**config.mk**
```make
export PLATFORM = sky130hd
export DESIGN_NAME = apb_slave_mem
export DESIGN_NICKNAME = d
export VERILOG_FILES = /design/src/rtl/apb_slave_pkg.sv /design/src/rtl/apb_slave_regfile.sv /design/src/rtl/apb_slave_mem.sv
export SDC_FILE = /design/constraint.sdc
export NUM_CORES = 2
export LEC_CHECK = 0
export BUFFER_PORTS_ARGS = -buffer_cell sky130_fd_sc_hd__buf_2
export CAP_MARGIN = 15
export CORE_UTILIZATION = 60
export DETAILED_ROUTE_END_ITERATION = 6
export PLACE_DENSITY = 0.88
export SYNTH_ARGS = -nofsm -noshare
export SYNTH_HDL_FRONTEND = slang
export SYNTH_HIERARCHICAL = 1
export SYNTH_SLANG_ARGS = --single-unit
```
**constraint.sdc**
```tcl
create_clock -name PCLK -period 3.4 [get_ports PCLK]
set_input_delay 0.51 -clock PCLK [delete_from_list [all_inputs] [get_ports PCLK]]
set_output_delay 0.51 -clock PCLK [all_outputs]
set_load 0.02 [all_outputs]
```
**src/rtl/apb_slave_pkg.sv**
```systemverilog
// Shared types, default parameters and the address-legality helper for the APB register memory.
package apb_slave_pkg;

  typedef enum logic [1:0] {
    IDLE   = 2'd0,
    SETUP  = 2'd1,
    ACCESS = 2'd2
  } apb_state_e;

  localparam int unsigned DEF_ADDR_WIDTH  = 8;
  localparam int unsigned DEF_DATA_WIDTH  = 32;
  localparam int unsigned DEF_MEM_DEPTH   = 32;
  localparam int unsigned DEF_WAIT_STATES = 1;
  localparam int unsigned CNT_W           = 4;

  // A byte address is illegal when it is not word aligned or lands past the last word.
  function automatic logic addr_err(input logic [31:0] addr, input int unsigned depth);
    return (addr[1:0] != 2'b00) || ((addr >> 2) >= depth);
  endfunction

endpackage

```
**src/rtl/apb_slave_regfile.sv**
```systemverilog
// Word storage behind the APB completer: one synchronous write port, one combinational read port.
module apb_slave_regfile #(
  parameter int unsigned DEPTH = 32,
  parameter int unsigned WIDTH = 32,
  parameter int unsigned IDX_W = 5
) (
  input  logic             clk_i,
  input  logic             rst_ni,
  input  logic             we_i,
  input  logic [IDX_W-1:0] wr_idx_i,
  input  logic [WIDTH-1:0] wr_data_i,
  input  logic [IDX_W-1:0] rd_idx_i,
  output logic [WIDTH-1:0] rd_data_o
);

  logic [WIDTH-1:0] mem_q [DEPTH];

  // Reset clears every word; otherwise commit the write the top has already qualified.
  always_ff @(posedge clk_i or negedge rst_ni) begin
    if (!rst_ni) begin
      for (int i = 0; i < int'(DEPTH); i++) begin
        mem_q[i] <= '0;
      end
    end else if (we_i) begin
      mem_q[wr_idx_i] <= wr_data_i;
    end
  end

  assign rd_data_o = mem_q[rd_idx_i];

endmodule

```
**src/rtl/apb_slave_mem.sv**
```systemverilog
// APB3 completer with a fixed number of wait states and PSLVERR on illegal addresses.
//
// state  | meaning
// IDLE   | no transfer in flight
// SETUP  | setup captured; current cycle is the first access cycle
// ACCESS | later access cycles, wait counter running down
//
// PREADY/PSLVERR/PRDATA are flops whose next value is computed one cycle ahead
// from the next counter value, so a zero-wait transfer completes in its first
// access cycle.
module apb_slave_mem
  import apb_slave_pkg::*;
#(
  parameter int unsigned ADDR_WIDTH  = DEF_ADDR_WIDTH,
  parameter int unsigned DATA_WIDTH  = DEF_DATA_WIDTH,
  parameter int unsigned MEM_DEPTH   = DEF_MEM_DEPTH,
  parameter int unsigned WAIT_STATES = DEF_WAIT_STATES
) (
  input  logic                  PCLK,
  input  logic                  PRESETn,
  input  logic                  PSEL,
  input  logic                  PENABLE,
  input  logic                  PWRITE,
  input  logic [ADDR_WIDTH-1:0] PADDR,
  input  logic [DATA_WIDTH-1:0] PWDATA,
  output logic [DATA_WIDTH-1:0] PRDATA,
  output logic                  PREADY,
  output logic                  PSLVERR
);

  localparam int unsigned IDX_W = (MEM_DEPTH > 1) ? $clog2(MEM_DEPTH) : 1;

  apb_state_e            state_q, state_d;
  logic [ADDR_WIDTH-1:0] addr_q, addr_d;
  logic                  write_q, write_d;
  logic [DATA_WIDTH-1:0] wdata_q, wdata_d;
  logic [CNT_W-1:0]      cnt_q, cnt_d;
  logic                  pready_q, pready_d;
  logic                  pslverr_q, pslverr_d;
  logic [DATA_WIDTH-1:0] prdata_q, prdata_d;
  logic                  mem_we;
  logic [DATA_WIDTH-1:0] mem_rdata;
  logic                  err_cur, err_nxt;

  assign err_cur = addr_err(32'(addr_q), MEM_DEPTH);
  assign err_nxt = addr_err(32'(addr_d), MEM_DEPTH);

  // Next-state, request capture, wait counter and completion decode.
  always_comb begin
    state_d  = state_q;
    addr_d   = addr_q;
    write_d  = write_q;
    wdata_d  = wdata_q;
    cnt_d    = cnt_q;
    pready_d = 1'b0;
    mem_we   = 1'b0;
    if (!PSEL) begin
      state_d = IDLE;
      cnt_d   = '0;
    end else if (!PENABLE) begin
      state_d  = SETUP;
      addr_d   = PADDR;
      write_d  = PWRITE;
      wdata_d  = PWDATA;
      cnt_d    = CNT_W'(WAIT_STATES);
      pready_d = (WAIT_STATES == 0);
    end else if (state_q != IDLE) begin
      if (pready_q) begin
        state_d = IDLE;
        cnt_d   = '0;
        mem_we  = write_q && !err_cur;
      end else begin
        state_d  = ACCESS;
        cnt_d    = (cnt_q != '0) ? cnt_q - 1'b1 : cnt_q;
        pready_d = (cnt_d == '0);
      end
    end
  end

  // Response data is only presented on an error-free read completion.
  always_comb begin
    pslverr_d = pready_d && err_nxt;
    prdata_d  = (pready_d && !write_d && !err_nxt) ? mem_rdata : '0;
  end

  // FSM, captured request and wait counter.
  always_ff @(posedge PCLK or negedge PRESETn) begin
    if (!PRESETn) begin
      state_q <= IDLE;
      addr_q  <= '0;
      write_q <= 1'b0;
      wdata_q <= '0;
      cnt_q   <= '0;
    end else begin
      state_q <= state_d;
      addr_q  <= addr_d;
      write_q <= write_d;
      wdata_q <= wdata_d;
      cnt_q   <= cnt_d;
    end
  end

  // Registered response; each value lives for exactly one cycle.
  always_ff @(posedge PCLK or negedge PRESETn) begin
    if (!PRESETn) begin
      pready_q  <= 1'b0;
      pslverr_q <= 1'b0;
      prdata_q  <= '0;
    end else begin
      pready_q  <= pready_d;
      pslverr_q <= pslverr_d;
      prdata_q  <= prdata_d;
    end
  end

  apb_slave_regfile #(
    .DEPTH (MEM_DEPTH),
    .WIDTH (DATA_WIDTH),
    .IDX_W (IDX_W)
  ) u_regfile (
    .clk_i     (PCLK),
    .rst_ni    (PRESETn),
    .we_i      (mem_we),
    .wr_idx_i  (addr_q[IDX_W+1:2]),
    .wr_data_i (wdata_q),
    .rd_idx_i  (addr_d[IDX_W+1:2]),
    .rd_data_o (mem_rdata)
  );

  assign PREADY  = pready_q;
  assign PSLVERR = pslverr_q;
  assign PRDATA  = prdata_q;

endmodule
```
Word-level counts from Yosys, hierarchy flattened
Index checks and enable logic that the tools add are counted.
{"block": "totals", "regBits": 1105, "latchBits": 0, "ramBits": 0, "mem_bits_ro": 0, "input_bits": 45, "elab_cells": 94, "mem_count": 0}
{"block": "op_classes", "addsub": 1, "mul": 0, "n_div": 0, "magnitude_cmp": 5, "eq_ne": 1, "shifts": 0, "mux": 28, "n_bitwise": 3, "n_reduce_logical": 16}
{"operator": "$bwmux W1024", "n": 1}
{"operator": "$bmux W32 S5", "n": 1}
{"operator": "$demux W32 S5", "n": 1}
{"operator": "$mux W32", "n": 4}
{"operator": "$ge A6 B6 Y1 const B", "n": 4}
{"operator": "$mux W4", "n": 5}
{"operator": "$mux W8", "n": 2}
{"operator": "$not A5 Y6", "n": 2}
{"operator": "$mux W1", "n": 10}
{"operator": "$mux W2", "n": 4}
{"operator": "$lt A6 B1 Y1 const B", "n": 1}
{"operator": "$reduce_bool A2 Y1", "n": 3}
{"operator": "$logic_and A1 B1 Y1", "n": 5}
{"operator": "$logic_not A4 Y1", "n": 1}
{"operator": "$reduce_bool A4 Y1", "n": 1}
{"operator": "$sub A4 B1 Y4 const B", "n": 1}
{"operator": "$logic_not A1 Y1", "n": 3}
{"operator": "$ne A3 B2 Y1 const B", "n": 1}
{"operator": "$logic_or A1 B1 Y1", "n": 2}
{"operator": "$reduce_and A2 Y1", "n": 1}
{"operator": "$not A1 Y1", "n": 1}

Depth between registers and ports, before layout
{"block": "depth", "ltp_word": 10, "mapped_depth": 13, "depth_no_buf": 8}

Modules after synthesis
The synthesis kept the hierarchy.
{"mod": "apb_slave_regfile", "instances": 1, "cells_each": 3447, "area_per_inst_um2": 47471.8}
{"mod": "apb_slave_mem", "instances": 1, "cells_each": 209, "area_per_inst_um2": 3133.0}

Worst setup path before layout
Ideal clock, no wire load.
{"block": "synth_path", "kind": "input to register", "from": "input PSEL", "to": "register prdata_q[1] (netlist: PRDATA[1])", "setup_time_ns": 0.120, "t_arrival_ns": 2.590, "slack_ns": 0.690, "cell_stages": 13, "path_buffers": 6, "path_cell_list": "nor2b_1 -> buf_6 -> buf_2 -> mux2_2 -> buf_2 -> buf_4 -> buf_4 -> buf_4 -> mux2i_1 -> a22oi_1 -> a31oi_1 -> nand3_1 -> and4_1"}
{"block": "synth_between", "elab_chain_len": 6, "elab_cells_between_ends": 15, "classes_between": "order compare: 1; mux: 7; bitwise: 1; reduce/logical: 6"}
{"element": "from (decl)", "line_no": "apb_slave_mem.sv:21", "text": "input logic PSEL,"}
{"element": "$mux W8", "line_no": "apb_slave_mem.sv:57", "text": "if (!PSEL) begin"}
{"element": "via addr_d[3]", "line_no": "apb_slave_mem.sv:34", "text": "logic [ADDR_WIDTH-1:0] addr_q, addr_d;"}
{"element": "$not A5 Y6 (not written as such)", "line_no": "apb_slave_regfile.sv:29", "text": "assign rd_data_o = mem_q[rd_idx_i];"}
{"element": "$bmux W32 S5", "line_no": "apb_slave_regfile.sv:29"}
{"element": "$mux W32 (not written as such) (2 in a row)", "line_no": "apb_slave_regfile.sv:29"}
{"element": "via mem_rdata[1]", "line_no": "apb_slave_mem.sv:42", "text": "logic [DATA_WIDTH-1:0] mem_rdata;"}
{"element": "$mux W32", "line_no": "apb_slave_mem.sv:83", "text": "prdata_d = (pready_d && !write_d && !err_nxt) ? mem_rdata : '0;"}
{"element": "via prdata_d[1]", "line_no": "apb_slave_mem.sv:40", "text": "logic [DATA_WIDTH-1:0] prdata_q, prdata_d;"}
{"element": "to (signal assigned)", "line_no": "apb_slave_mem.sv:112", "text": "prdata_q <= prdata_d;"}
{"element": "to (decl)", "line_no": "apb_slave_mem.sv:40"}
The timed path passes the listed nets, and every way through them passes these cells. The select of a mux whose other input is x is not followed.
A chain may end at the register's enable or synchronous reset.

Worst setup path in the final report
{"block": "layout_path", "from": "register addr_q[4]", "to": "register prdata_q[27] (netlist: PRDATA[27])"}
{"block": "layout_between", "elab_chain_len": 7, "elab_cells_between_ends": 11, "classes_between": "order compare: 1; mux: 6; bitwise: 1; reduce/logical: 3"}
{"element": "from (decl)", "line_no": "apb_slave_mem.sv:34"}
{"element": "from (signal assigned)", "line_no": "apb_slave_mem.sv:96", "text": "addr_q <= addr_d;"}
{"element": "$mux W8", "line_no": "apb_slave_mem.sv:60", "text": "end else if (!PENABLE) begin"}
{"element": "$mux W8 *", "line_no": "apb_slave_mem.sv:57"}
{"element": "via addr_d[4]", "line_no": "apb_slave_mem.sv:34"}
{"element": "$not A5 Y6 (not written as such) *", "line_no": "apb_slave_regfile.sv:29"}
{"element": "$bmux W32 S5 *", "line_no": "apb_slave_regfile.sv:29"}
{"element": "$mux W32 (not written as such) * (2 in a row)", "line_no": "apb_slave_regfile.sv:29"}
{"element": "via mem_rdata[27]", "line_no": "apb_slave_mem.sv:42"}
{"element": "$mux W32 *", "line_no": "apb_slave_mem.sv:83"}
{"element": "via prdata_d[27]", "line_no": "apb_slave_mem.sv:40"}
The timed path passes the listed nets; every way through them passes the cells marked *. The select of a mux whose other input is x is not followed.

==> summary.md <==
| Metric | Value |
|---|---|
| Commonest non-fill, non-tap cells in the layout | dfrtp_1, mux2_2, mux2i_1 |
| Psw | 0.00764 W |
| Setup CP Type | reg -> reg |
| Maximum fanout along the worst path | 31 |
| Worst hold path type | in -> reg |
| Clk Latency, worst-skew pair | 670 ps |
| Mux contribution to synthesized area | 33.8% |
| Top-area cell type share of the netlist area | 54.6% |
| Detailed Route WL | 136000 um |
| Vias in the first global route | 34085 |
| CTS-repair resized insts | 0 |
| Leakage | 28.7 nW |
| Seq pwr share | 46.7% |
| Crit path capture type | flop |
| Startpoint type of the worst setup path | flop |
| Gate power share | 10.7% |
| Core Area | 83600 um2 |
| Commonest non-fill, non-tap cell in the layout | dfrtp_1 |
| Tot GR Track Use | 32.1% |
| Critical-path cell list | mux2_1 -> nor2b_4 -> buf_12 -> buf_4 -> a22o_1 -> nor3_1 -> a31oi_1 -> nand3_1 -> and4_1 |
| IO Port Bufs | 78 |
| Root Driver | clkbuf_16 |
| Routed len/inst | 28.2 um |
| EDFF count, synth | 0 |
| Final Setup Violations | 0 |
| Cts hold-fix bufs | 1 |
| Unrepaired setup endpoints after global routing | no |
| Setup_tns | 0 ps |
| Worst Path Buf+Inv | 2 |
| Combinational family with the most area after synthesis | multiplexers |
| Synth Area in Simple Gates | 3.61% |
| Mapped Area | 50600 um2 |
| Synth cell types | 46 |
| Global route overflow | 0 |
| CTS tree | yes |
| Post-Syn Nets | 3702 |
| Async SR Flop Fraction | 100% |
| IO Pins | 79 |
| Detail Route Antenna Nets | 0 |
| Layout cells sized above 1 | 39.5% |
| Internal | 0.0219 W |
| Effective utilization at floorplan | 60.6% |
| Synth Register Bits | 1105 |
| Critical Path Max Stage Delay | 530 ps |
| Area contributors post-synth | dfrtp_1, mux2_2, mux2i_1 |
| Max_cap viols | 0 |
| First-pass GRT wire length | 208000 um |
| Delay-heaviest family, CP | buffers and inverters |
| CP arrival | 3230 ps |
| Pin count of the biggest net entering global routing | 86 |
| Via/cell ratio | 6.67 |
| Syn Inst Count | 3656 |
| Via count | 32251 |
| Slowest cell on the critical path | dfrtp_1 |
| Drt drc | 0 |
| CTS clk-pin slew, worst paths | 70 ps |
| Chip width | 292 um |
| Cell taking the most area after synthesis | dfrtp_1 |
| Synth Area in Compound Gates | 4.09% |
| Dpl hpwl | 78200 um |
| Fmax | 374 MHz |
| Adder-Cell Fraction of Synth Area | 0.0247% |
| Initial antenna violation count | 3 |
| Sequential-to-total area share from yosys stat | 54.6% |
| Post-Synth XOR/XNOR Area | 0% |
| Clk sinks | 1105 |
| Max VDD drop | 474 uV |
| Worst slew pin tran | 1250 ps |
| Chip height | 292 um |
| Clock buffer depth | 3 |
| TritonCTS buffer count | 107 |
| # rows | 106 |
| Hold slack | 68.2 ps |
| PwrDens | 523 nW/um2 |
| Slew Limit Fails | 0 |
| Tcrit/Tclk final | 78.7% |
| Skew final | 22.5 ps |
| Clk pwr share | 42.5% |
| Relative slew slack | 16.7% |
| Synth Flop Type | dfrtp_1 |
| Syn. warnings | 6 |
| Setup Fix Bufs, Post-CTS | 0 |
| Die Area | 85500 um2 |
| RD Place Congestion | 0.838 |
| Layout area overhead | 11.5% |
| Period minus WS final | 2680 ps |
| Nets | 3712 |
| Data required time of the critical path | 3960 ps |
| Fillers | 5430 |
| Final hold violations | 0 |
| Status | finished, final reports clean |
| DRT iter0 DRCs | 2912 |
| Sw Share | 25.9% |
| Avg Cell Area, Syn | 13.8 um2 |
| Total iterations of the first detailed-routing run | 6 |
| CTS H-tree lvls | 3 |
-- cells in the mapped netlist (4+ instances only) --
cell and instances:
nor2_1 10, buf_2 85, a22oi_1 97, buf_1 11, buf_4 27, mux2_1 44, mux2_2 1019, nor2_4 16
nand3_1 98, nand2_1 117, inv_1 4, buf_6 60, clkbuf_1 149, a31oi_1 32, and4_1 32, dfrtp_1 1105
a21oi_1 96, nor3_1 34, mux2i_1 515, nand3b_1 4, a22o_1 64
-- state kept, by name, indices dropped and copies added, names as in the netlist --
signal           flops
cnt_q                4
addr_q               8
state_q              2
wdata_q             32
PRDATA              32
PSLVERR              1
PREADY               1
write_q              1
u_regfile/mem_q   1024
-- area by class of cell --
class | count | area (um2) | share of cell area [%]
diodes | 1 | 2.50 | 0.00443
clock buffers | 148 | 3080 | 5.47
clock inverters | 47 | 643 | 1.14
inverters | 4 | 15.0 | 0.0266
multi-input cells | 2215 | 21100 | 37.5
flip-flops and latches | 1105 | 27700 | 49.0
well taps | 1080 | 1350 | 2.39
repair buffers | 233 | 2540 | 4.51
-- stage by stage --
stage	cells	util [%]	total power, W	cell area, um2	setup WS [ps]
finish	4833	67.5	0.0295	56400	724
detailed placement	4635	63.0	0.0171	52700	176
CTS	4831	67.5	0.0295	56400	798
global placement	4635	63.0	0.0170	52700	308
global route	4832	67.5	0.0303	56400	613
floorplan	3656	-	0.0157	50600	690
-- path summary, 6_finish.rpt --
kind / startpoint / end / slack, ps / depth (start not counted)
min in group asynchronous: PRESETn / u_regfile/mem_q[102]$_DFFE_PN0P_ / 470 / 2
max in group asynchronous: PRESETn / u_regfile/mem_q[925]$_DFFE_PN0P_ / 1850 / 3
setup / recovery: addr_q[4]$_DFF_PN0_ / PRDATA[27]$_DFF_PN0_ / 720 / 9
hold / removal: PWDATA[2] / wdata_q[2]$_DFFE_PN0P_ / 70 / 2
hold reg to reg: addr_q[1]$_DFF_PN0_ / addr_q[1]$_DFF_PN0_ / 480 / 1
setup reg to reg: addr_q[4]$_DFF_PN0_ / PRDATA[27]$_DFF_PN0_ / 720 / 9
-- worst register-to-register path, cell delays in order, from the launching register on --
cell and delay (ps):
dfrtp_1 530, mux2_1 370, nor2b_4 240, buf_12 260, buf_4 360, a22o_1 190, nor3_1 50, a31oi_1 270
nand3_1 140, and4_1 170
-- layer usage --
metal | vias to the layer above | global-route usage, % | wire length (um) | part of all wire [%]
met1 | 17008 | 43.1 | 54800 | 40
met5 | - | 0 | 8 | 0.0059
li1 | 13316 | - | - | -
met4 | 2 | 14.6 | 6850 | 5.0
met3 | 454 | 6.06 | 10500 | 7.7
met2 | 1471 | 50.9 | 64200 | 47
-- power by group through the flow --
| stage | clock, W | sequential (W) | combinational (W) |
|---|---|---|---|
| after floorplan | 0 | 0.0136 | 0.00219 |
| after global placement | 0 | 0.0140 | 0.00303 |
| after detailed placement | 0 | 0.0140 | 0.00307 |
| after CTS | 0.0127 | 0.0138 | 0.00311 |
| after global routing | 0.0132 | 0.0138 | 0.00332 |
| final | 0.0126 | 0.0138 | 0.00317 |
-- cells by family (layout without fill, tap and decap cells) --
logic type      after synthesis  count (layout)
flops                      1105            1105
buf+inv                     336             432
compound gates              300             300
mux                        1578            1578
other cells                   0               1
fa+ha+maj                     1               1
simple gates                336             336
Note: power is estimated with default switching activity, not from simulation.
